--- src/rtl/timer_pkg.sv ---
// ---------------------------------------------------------------------------
// timer_pkg
//
// Shared definitions for the Lab08 timer blocks.
//
// Contents:
//   TIMER_WIDTH    default counter / load width
//   timer_state_t  2-bit state type for the down-timer FSM
//   ST_IDLE        counter parked, waiting for a non-zero load
//   ST_RUN         counting down on enabled cycles
//   ST_DONE        one-shot finished, counter parked at zero
//
// Encoding 2'd3 is unused. The FSM treats it as illegal and recovers to
// ST_IDLE.
// ---------------------------------------------------------------------------
package timer_pkg;

    localparam int TIMER_WIDTH = 12;

    typedef logic [1:0] timer_state_t;

    localparam timer_state_t ST_IDLE = 2'd0;
    localparam timer_state_t ST_RUN  = 2'd1;
    localparam timer_state_t ST_DONE = 2'd2;

endpackage

--- src/rtl/timer12_down.sv ---
// ---------------------------------------------------------------------------
// timer12_down
//
// Loadable down-counter / timer with terminal-count detection. This is the
// count-down companion of cont12 and uses the same enable / loact / load
// control style. A non-zero preload starts the count. The counter then
// decrements on enabled cycles. When an enabled edge meets a count of 1,
// the block raises a one-cycle tc pulse and then does one of two things:
//   - one-shot (auto_reload = 0): parks at 0 in DONE;
//   - periodic (auto_reload = 1): reloads the last preload value.
//
// Ports:
//   clk          in   rising-edge clock
//   reset        in   synchronous active-high reset
//   enable       in   decrement permission, honoured only in RUN
//   loact        in   load strobe; writes load into counter and reload reg
//   load         in   [WIDTH-1:0] preload value
//   auto_reload  in   1 = periodic, 0 = one-shot (looked at on terminal edge)
//   cont         out  [WIDTH-1:0] registered current count
//   tc           out  registered terminal-count pulse, one cycle wide
//   busy         out  high while in RUN
//   done         out  sticky one-shot completion flag, high in DONE
//
// Edge priority: reset > loact > enable.
// ---------------------------------------------------------------------------
module timer12_down
    import timer_pkg::*;
#(
    parameter int WIDTH = timer_pkg::TIMER_WIDTH
) (
    input  logic             clk,
    input  logic             reset,
    input  logic             enable,
    input  logic             loact,
    input  logic [WIDTH-1:0] load,
    input  logic             auto_reload,
    output logic [WIDTH-1:0] cont,
    output logic             tc,
    output logic             busy,
    output logic             done
);

    localparam logic [WIDTH-1:0] ONE  = WIDTH'(1);
    localparam logic [WIDTH-1:0] ZERO = '0;

    timer_state_t     state_q, state_d;
    logic [WIDTH-1:0] cont_q,  cont_d;
    logic [WIDTH-1:0] rld_q,   rld_d;
    logic             tc_q,    tc_d;

    // Next-value decode.
    // A load always wins over counting, so a terminal count that lands on
    // the same edge as a load is dropped. tc defaults to 0 on every cycle,
    // which keeps the pulse one cycle wide without extra edge detection.
    // A count of 1 on an enabled edge is the terminal edge. A count of 0
    // can only appear in RUN through a corrupted state. That case parks
    // in IDLE instead of wrapping to all-ones.
    always_comb begin
        state_d = state_q;
        cont_d  = cont_q;
        rld_d   = rld_q;
        tc_d    = 1'b0;

        if (loact) begin
            cont_d  = load;
            rld_d   = load;
            state_d = (load != ZERO) ? ST_RUN : ST_IDLE;
        end else begin
            case (state_q)
                ST_IDLE: begin
                    state_d = ST_IDLE;
                end
                ST_RUN: begin
                    if (enable) begin
                        if (cont_q == ONE) begin
                            tc_d = 1'b1;
                            if (auto_reload) begin
                                cont_d  = rld_q;
                                state_d = ST_RUN;
                            end else begin
                                cont_d  = ZERO;
                                state_d = ST_DONE;
                            end
                        end else if (cont_q == ZERO) begin
                            state_d = ST_IDLE;
                        end else begin
                            cont_d = cont_q - ONE;
                        end
                    end
                end
                ST_DONE: begin
                    cont_d  = ZERO;
                    state_d = ST_DONE;
                end
                default: begin
                    cont_d  = ZERO;
                    state_d = ST_IDLE;
                end
            endcase
        end
    end

    // State, count, reload value and tc all update together on the clock.
    // Reset clears the reload register as well. A periodic timer that has
    // been reset must be loaded again before it can run.
    always_ff @(posedge clk) begin
        if (reset) begin
            state_q <= ST_IDLE;
            cont_q  <= ZERO;
            rld_q   <= ZERO;
            tc_q    <= 1'b0;
        end else begin
            state_q <= state_d;
            cont_q  <= cont_d;
            rld_q   <= rld_d;
            tc_q    <= tc_d;
        end
    end

    // Status outputs are decoded straight from the registered state, so
    // they have no path from the inputs.
    assign cont = cont_q;
    assign tc   = tc_q;
    assign busy = (state_q == ST_RUN);
    assign done = (state_q == ST_DONE);

endmodule

--- config.mk ---
export PLATFORM = sky130hd
export DESIGN_NAME = timer12_down
export DESIGN_NICKNAME = d
export VERILOG_FILES = /design/src/rtl/timer_pkg.sv /design/src/rtl/timer12_down.sv
export SDC_FILE = /design/constraint.sdc
export NUM_CORES = 1
export LEC_CHECK = 0
export BUFFER_PORTS_ARGS = -buffer_cell sky130_fd_sc_hd__buf_2
export CAP_MARGIN = 20
export CORE_AREA = 3 3 70 72
export DETAILED_ROUTE_END_ITERATION = 10
export DIE_AREA = 0 0 73 75
export PLACE_DENSITY = 0.7
export REMOVE_ABC_BUFFERS = 1
export SLEW_MARGIN = 20
export SYNTH_ARGS = -nofsm -noshare
export SYNTH_HDL_FRONTEND = slang
export SYNTH_SLANG_ARGS = --single-unit
--- constraint.sdc ---
create_clock -name clk -period 1.7 [get_ports clk]
set_input_delay 0 -clock clk [delete_from_list [all_inputs] [get_ports clk]]
set_output_delay 0 -clock clk [all_outputs]
set_load 0.02 [all_outputs]
# Word level (Yosys, flattened, before mapping)
# Index checks and enable logic that the tools add are counted.
totals:
  register_bits: 27
  inputBits: 17
  out_inout_bits: 15
  word_cells: 34
op_classes:
  n_mux: 14
  n_addsub: 1
  n_eq_ne: 7
  bitwise: 2
  reduce_logical: 6
op_table:
  columns: ["op", "count"]
  rows:
  - ["$mux 12", 5]
  - ["$pmux 12 s2", 1]
  - ["$eq 12x1->1 const B", 1]
  - ["$logic_not 12->1", 1]
  - ["$reduce_bool 12->1", 1]
  - ["$sub 12x1->12 const B", 1]
  - ["$mux 2", 5]
  - ["$ne 4x2->1 const B", 1]
  - ["$ne 4x4->1 const B", 1]
  - ["$pmux 2 s2", 1]
  - ["$reduce_or 4->1", 1]
  - ["$ne 3x3->1 const B", 1]
  - ["$reduce_and 3->1", 1]
  - ["$eq 2x1->1 const B", 1]
  - ["$eq 2x2->1 const B", 1]
  - ["$logic_not 2->1", 1]
  - ["$mux 1", 2]
  - ["$ne 2x2->1 const B", 1]
  - ["$not 1->1", 2]
  - ["$reduce_and 2->1", 1]

# Logic depth before layout (Yosys ltp)
depth:
  depth_word: 6
  ltp_mapped: 8
  depth_no_buf: 7

# Least setup slack after synthesis
# OpenSTA, ideal clock, no wires.
synth_path:
  path_type: "register to register"
  startpoint: "register cont_q[3], in the netlist cont[3]"
  endpoint: "register cont_q[9], in the netlist cont[9]"
  n_path_buf: 2
  stages_incl_launch_ff: 8
  t_arrival_ps: 1725
  setup_slack_ps: -160
  path_cell_list: "dfxtp_1 > nor4_4 > buf_6 > and4_1 > buf_4 > nor2_2 > a221oi_1 > o32ai_2"
synth_between:
  elab_chain_len: 6
  elab_cells_between_ends: 10
synth_lines:
  columns: ["element", "line", "text"]
  rows:
  - ["from (decl)", "timer12_down.sv:47", "logic [WIDTH-1:0] cont_q, cont_d;"]
  - ["from (signal assigned)", "timer12_down.sv:114", "cont_q <= cont_d;"]
  - ["$sub 12x1->12", "timer12_down.sv:87", "cont_d = cont_q - ONE;"]
  - ["$mux 12", "timer12_down.sv:84", "end else if (cont_q == ZERO) begin"]
  - ["$mux 12", "timer12_down.sv:75", "if (cont_q == ONE) begin"]
  - ["$mux 12", "timer12_down.sv:74", "if (enable) begin"]
  - ["$pmux 12 s2", "timer12_down.sv:69", "case (state_q)"]
  - ["$mux 12", "timer12_down.sv:64", "if (loact) begin"]
# Parallel ways exist; a longest one is shown, timed or not. The select of a mux whose other input is x is not followed.
# A chain may end at the register's enable or synchronous reset.

# Worst setup path after layout
layout_path:
  startpoint: "register cont_q[3], in the netlist cont[3]"
  endpoint: "register cont_q[11], in the netlist cont[11]"
# Same word-level chain as after synthesis.

==> impl_results.md <==
- Ant diodes: 0
- Initial Utilization: 36.9%
- Max-slew violations: 0
- PwrDens: 752 nW/um2
- Cell Chain, Critical Path: nor4_4 -> buf_4 -> nand3_2 -> or4b_1 -> a21oi_1 -> o32ai_1
- Num CTS Buffers: 3
- Post-DP HPWL: 3610 um
- Area after DPL: 2070 um2
- Cells after synthesis: 185
- Worst Setup Start Kind: flop
- CP Capture Type: flop
- Clk sink count: 27
- Initial antenna violation count: 0
- Vias in the first global route: 1663
- Synthesis-to-finish area growth: 46.9%
- Worst skew pair latency: 0.28 ns
- CTS Buffer Depth: 2
- Clk root buf: clkbuf_8
- # rows: 24
- Reg-to-reg startpoint: cont[3]
- Final instance area: 2360 um2
- DRT Pass-1 Iters: 4
- Min-delay src: load[4]
- Tot GR Track Use: 17.8%
- Critical R2R Capture: cont[11]
- Total congestion overflow: 0
- DRT iter0 DRCs: 114
- Average size of a mapped cell: 8.69 um2
- Min setup slack post-route: -0.123 ns
- Final Hold Viols: 1
- Crit-path max cell delay: 0.50 ns
- Final setup violating endpoints: 12
- Placed cell count: 299
- GP Congestion: 0.958
- Core Region: 4350 um2
- Class of the worst hold path: primary input to flop
- Fin crit period: 1.82 ns
- Synthesis-stage register bit count: 27
- Htree depth: 1
- Post-Route WL: 4910 um
- Reg2Reg Setup Slack: -0.12 ns
- Drt via density: 5.50
- Final ANT Viol Nets: 0
- Chip Height: 75 um
- CP Buf/Inv Count: 1
- Die X: 73 um
- Fin cells: 311
- DRC Markers: 0
- Slew HR: 68.9%
- Detailed-route via count: 1710
- Layout net count: 283
- Warnings, synthesis: 0
- Final hold slack: -0.00117 ns
- CP max-delay cell: or4b_1
- Largest net degree at the start of global routing: 16
- Seq/Total Area, Yosys: 33.6%
- Count of cell types in the netlist: 39
- FF-to-FF path depth: 6
- Final period util: 107%
- CTS tree: yes
- Wire per inst: 15.8 um
- Crit path kind: flop to flop
- Port Buffers: 31
- Layout cells sized above 1: 47.9%
- Slew @ Worst Pin: 0.463 ns
- # IOs: 32
- CP delay by family, top: simple AND/OR/NAND/NOR gates
- Die area: 5480 um2
- FMAX: 549 MHz
- CP Max Fanout: 5
- Setup Skew: 0.00597 ns
- Status: finished with violations
- P_leak: 1.04 nW
- Worst EP arrival: 1.99 ns
- Unrepaired setup endpoints after global routing: yes
- Failing checks: negative hold slack, negative setup slack
- Worst Hold Path Cells: 3
- First-pass GRT wire length: 7580 um
- Clock transition at path regs: 0.10 ns
- VDD IR max: 0.456 mV
- WP data required: 1.86 ns
- Max_cap viols: 0
- Worst Hold Path EP: rld_q[4]
- Post-Synthesis Cell Area: 1610 um2
## metal layers
metal  vias to the layer above  share of wire, %  track usage (%)
met4                         0               1.7             5.53
li1                        835                 -                -
met1                       822                43             21.6
met3                        11               3.4             2.40
met2                        42                52             32.4
met5                         -                 0                0
## state kept, by name, indices dropped and copies added, names as in the netlist
signal,count
cont,12
rld_q,12
state_q,2
tc,1
## through the flow
step	setup WS [ns]	TNS (ns)	power [W]	util (%)	hold slack (ns)
after floorplan	-0.528	-6.00	0.00102	-	0.0662
after global placement	-0.129	-1.05	0.00128	47.6	0.273
after detailed placement	-0.169	-1.47	0.00129	47.6	0.279
after CTS	-0.0996	-0.687	0.00173	52.0	0.00157
after global routing	-0.174	-1.87	0.00186	54.3	0.0379
final	-0.123	-0.905	0.00178	54.3	-0.00117
## layout make-up
class / count / area (um2)
timing repair buffer: 79 / 554
tap: 52 / 65.1
clock buffer: 3 / 41.3
inverter: 20 / 75.1
clock inverter: 1 / 5.00
sequential: 27 / 547
fill: 392 / 1990
multi-input combinational: 129 / 1070
## worst max-delay path by stage
| stage | depth (start not counted) | end | from | slack [ns] |
|---|---|---|---|---|
| floorplan | 5 | cont[2] | cont[3] | -0.53 |
| global placement | 6 | cont[4] | cont[3] | -0.13 |
| detailed placement | 6 | cont[6] | cont[3] | -0.17 |
| CTS | 6 | cont[11] | cont[2] | -0.1 |
| global route | 6 | cont[11] | cont[3] | -0.17 |
| finish | 6 | cont[11] | cont[3] | -0.12 |
## cells by family after synthesis
logic type | synth area share [%]
AOI/OAI and AO/OA | 25.5
muxes | 4.36
DFF | 33.6
xor gates and xnor gates | 0.545
adders and majority gates | 4.67
buffers and inverters | 8.17
and+or+nand+nor | 23.1
## synthesized netlist by cell type (all sizes together)
library cell	instances	share of area [%]
inv	20	4.7
and4	1	0.54
nand3	6	2.2
o21ai	4	1.2
and2	4	1.6
or4b	1	0.62
nand4	3	1.2
nor3	6	2.6
a211o	1	0.54
or2	1	0.39
nor2	19	4.6
a211oi	1	0.47
nor4	8	5.0
o32ai	10	8.9
a21oi	18	5.6
mux2i	7	4.4
nor2b	1	0.39
ha	6	4.7
nand2	12	2.8
a31oi	1	0.39
clkbuf	4	0.93
a22oi	3	1.4
nor3b	2	0.93
buf	5	2.6
o41ai	1	0.54
and3	1	0.39
dfxtp	27	34
o2bb2ai	1	0.54
xor2	1	0.54
a221oi	10	5.8
## layout by cell type, fill, tap and decap left out, types with 5 or more instances in the layout
cell type / netlist / layout
buf_4: 2 / 37
buf_2: 0 / 31
dfxtp_1: 27 / 22
inv_1: 20 / 20
nor2_1: 18 / 17
a21oi_1: 18 / 14
nand2_1: 12 / 12
a221oi_2: 1 / 10
buf_6: 2 / 9
mux2i_1: 7 / 7
ha_1: 6 / 6
o32ai_2: 5 / 5
dfxtp_2: 0 / 5
## tightest hold or removal path, delay by kind of cell
kind | cells | cell delay, ns
buf+inv | 1 | 0.11
mux | 1 | 0.07
simple gates | 1 | 0.07
## report_power, final
part / switching, W / internal, W
sequential: 0.0000321 / 0.000675
combinational: 0.000363 / 0.000316
clock: 0.000225 / 0.000165
total: 0.000619 / 0.00116
## what timing repair did
item,4_1_cts,5_1_grt
endpoints found under the hold margin,2,0
pin swaps,14,11
buffers inserted,3,3
gates resized for setup,25,19
hold buffers,2,0
setup endpoints to repair,13,14
Note: power is estimated with default switching activity, not from simulation.
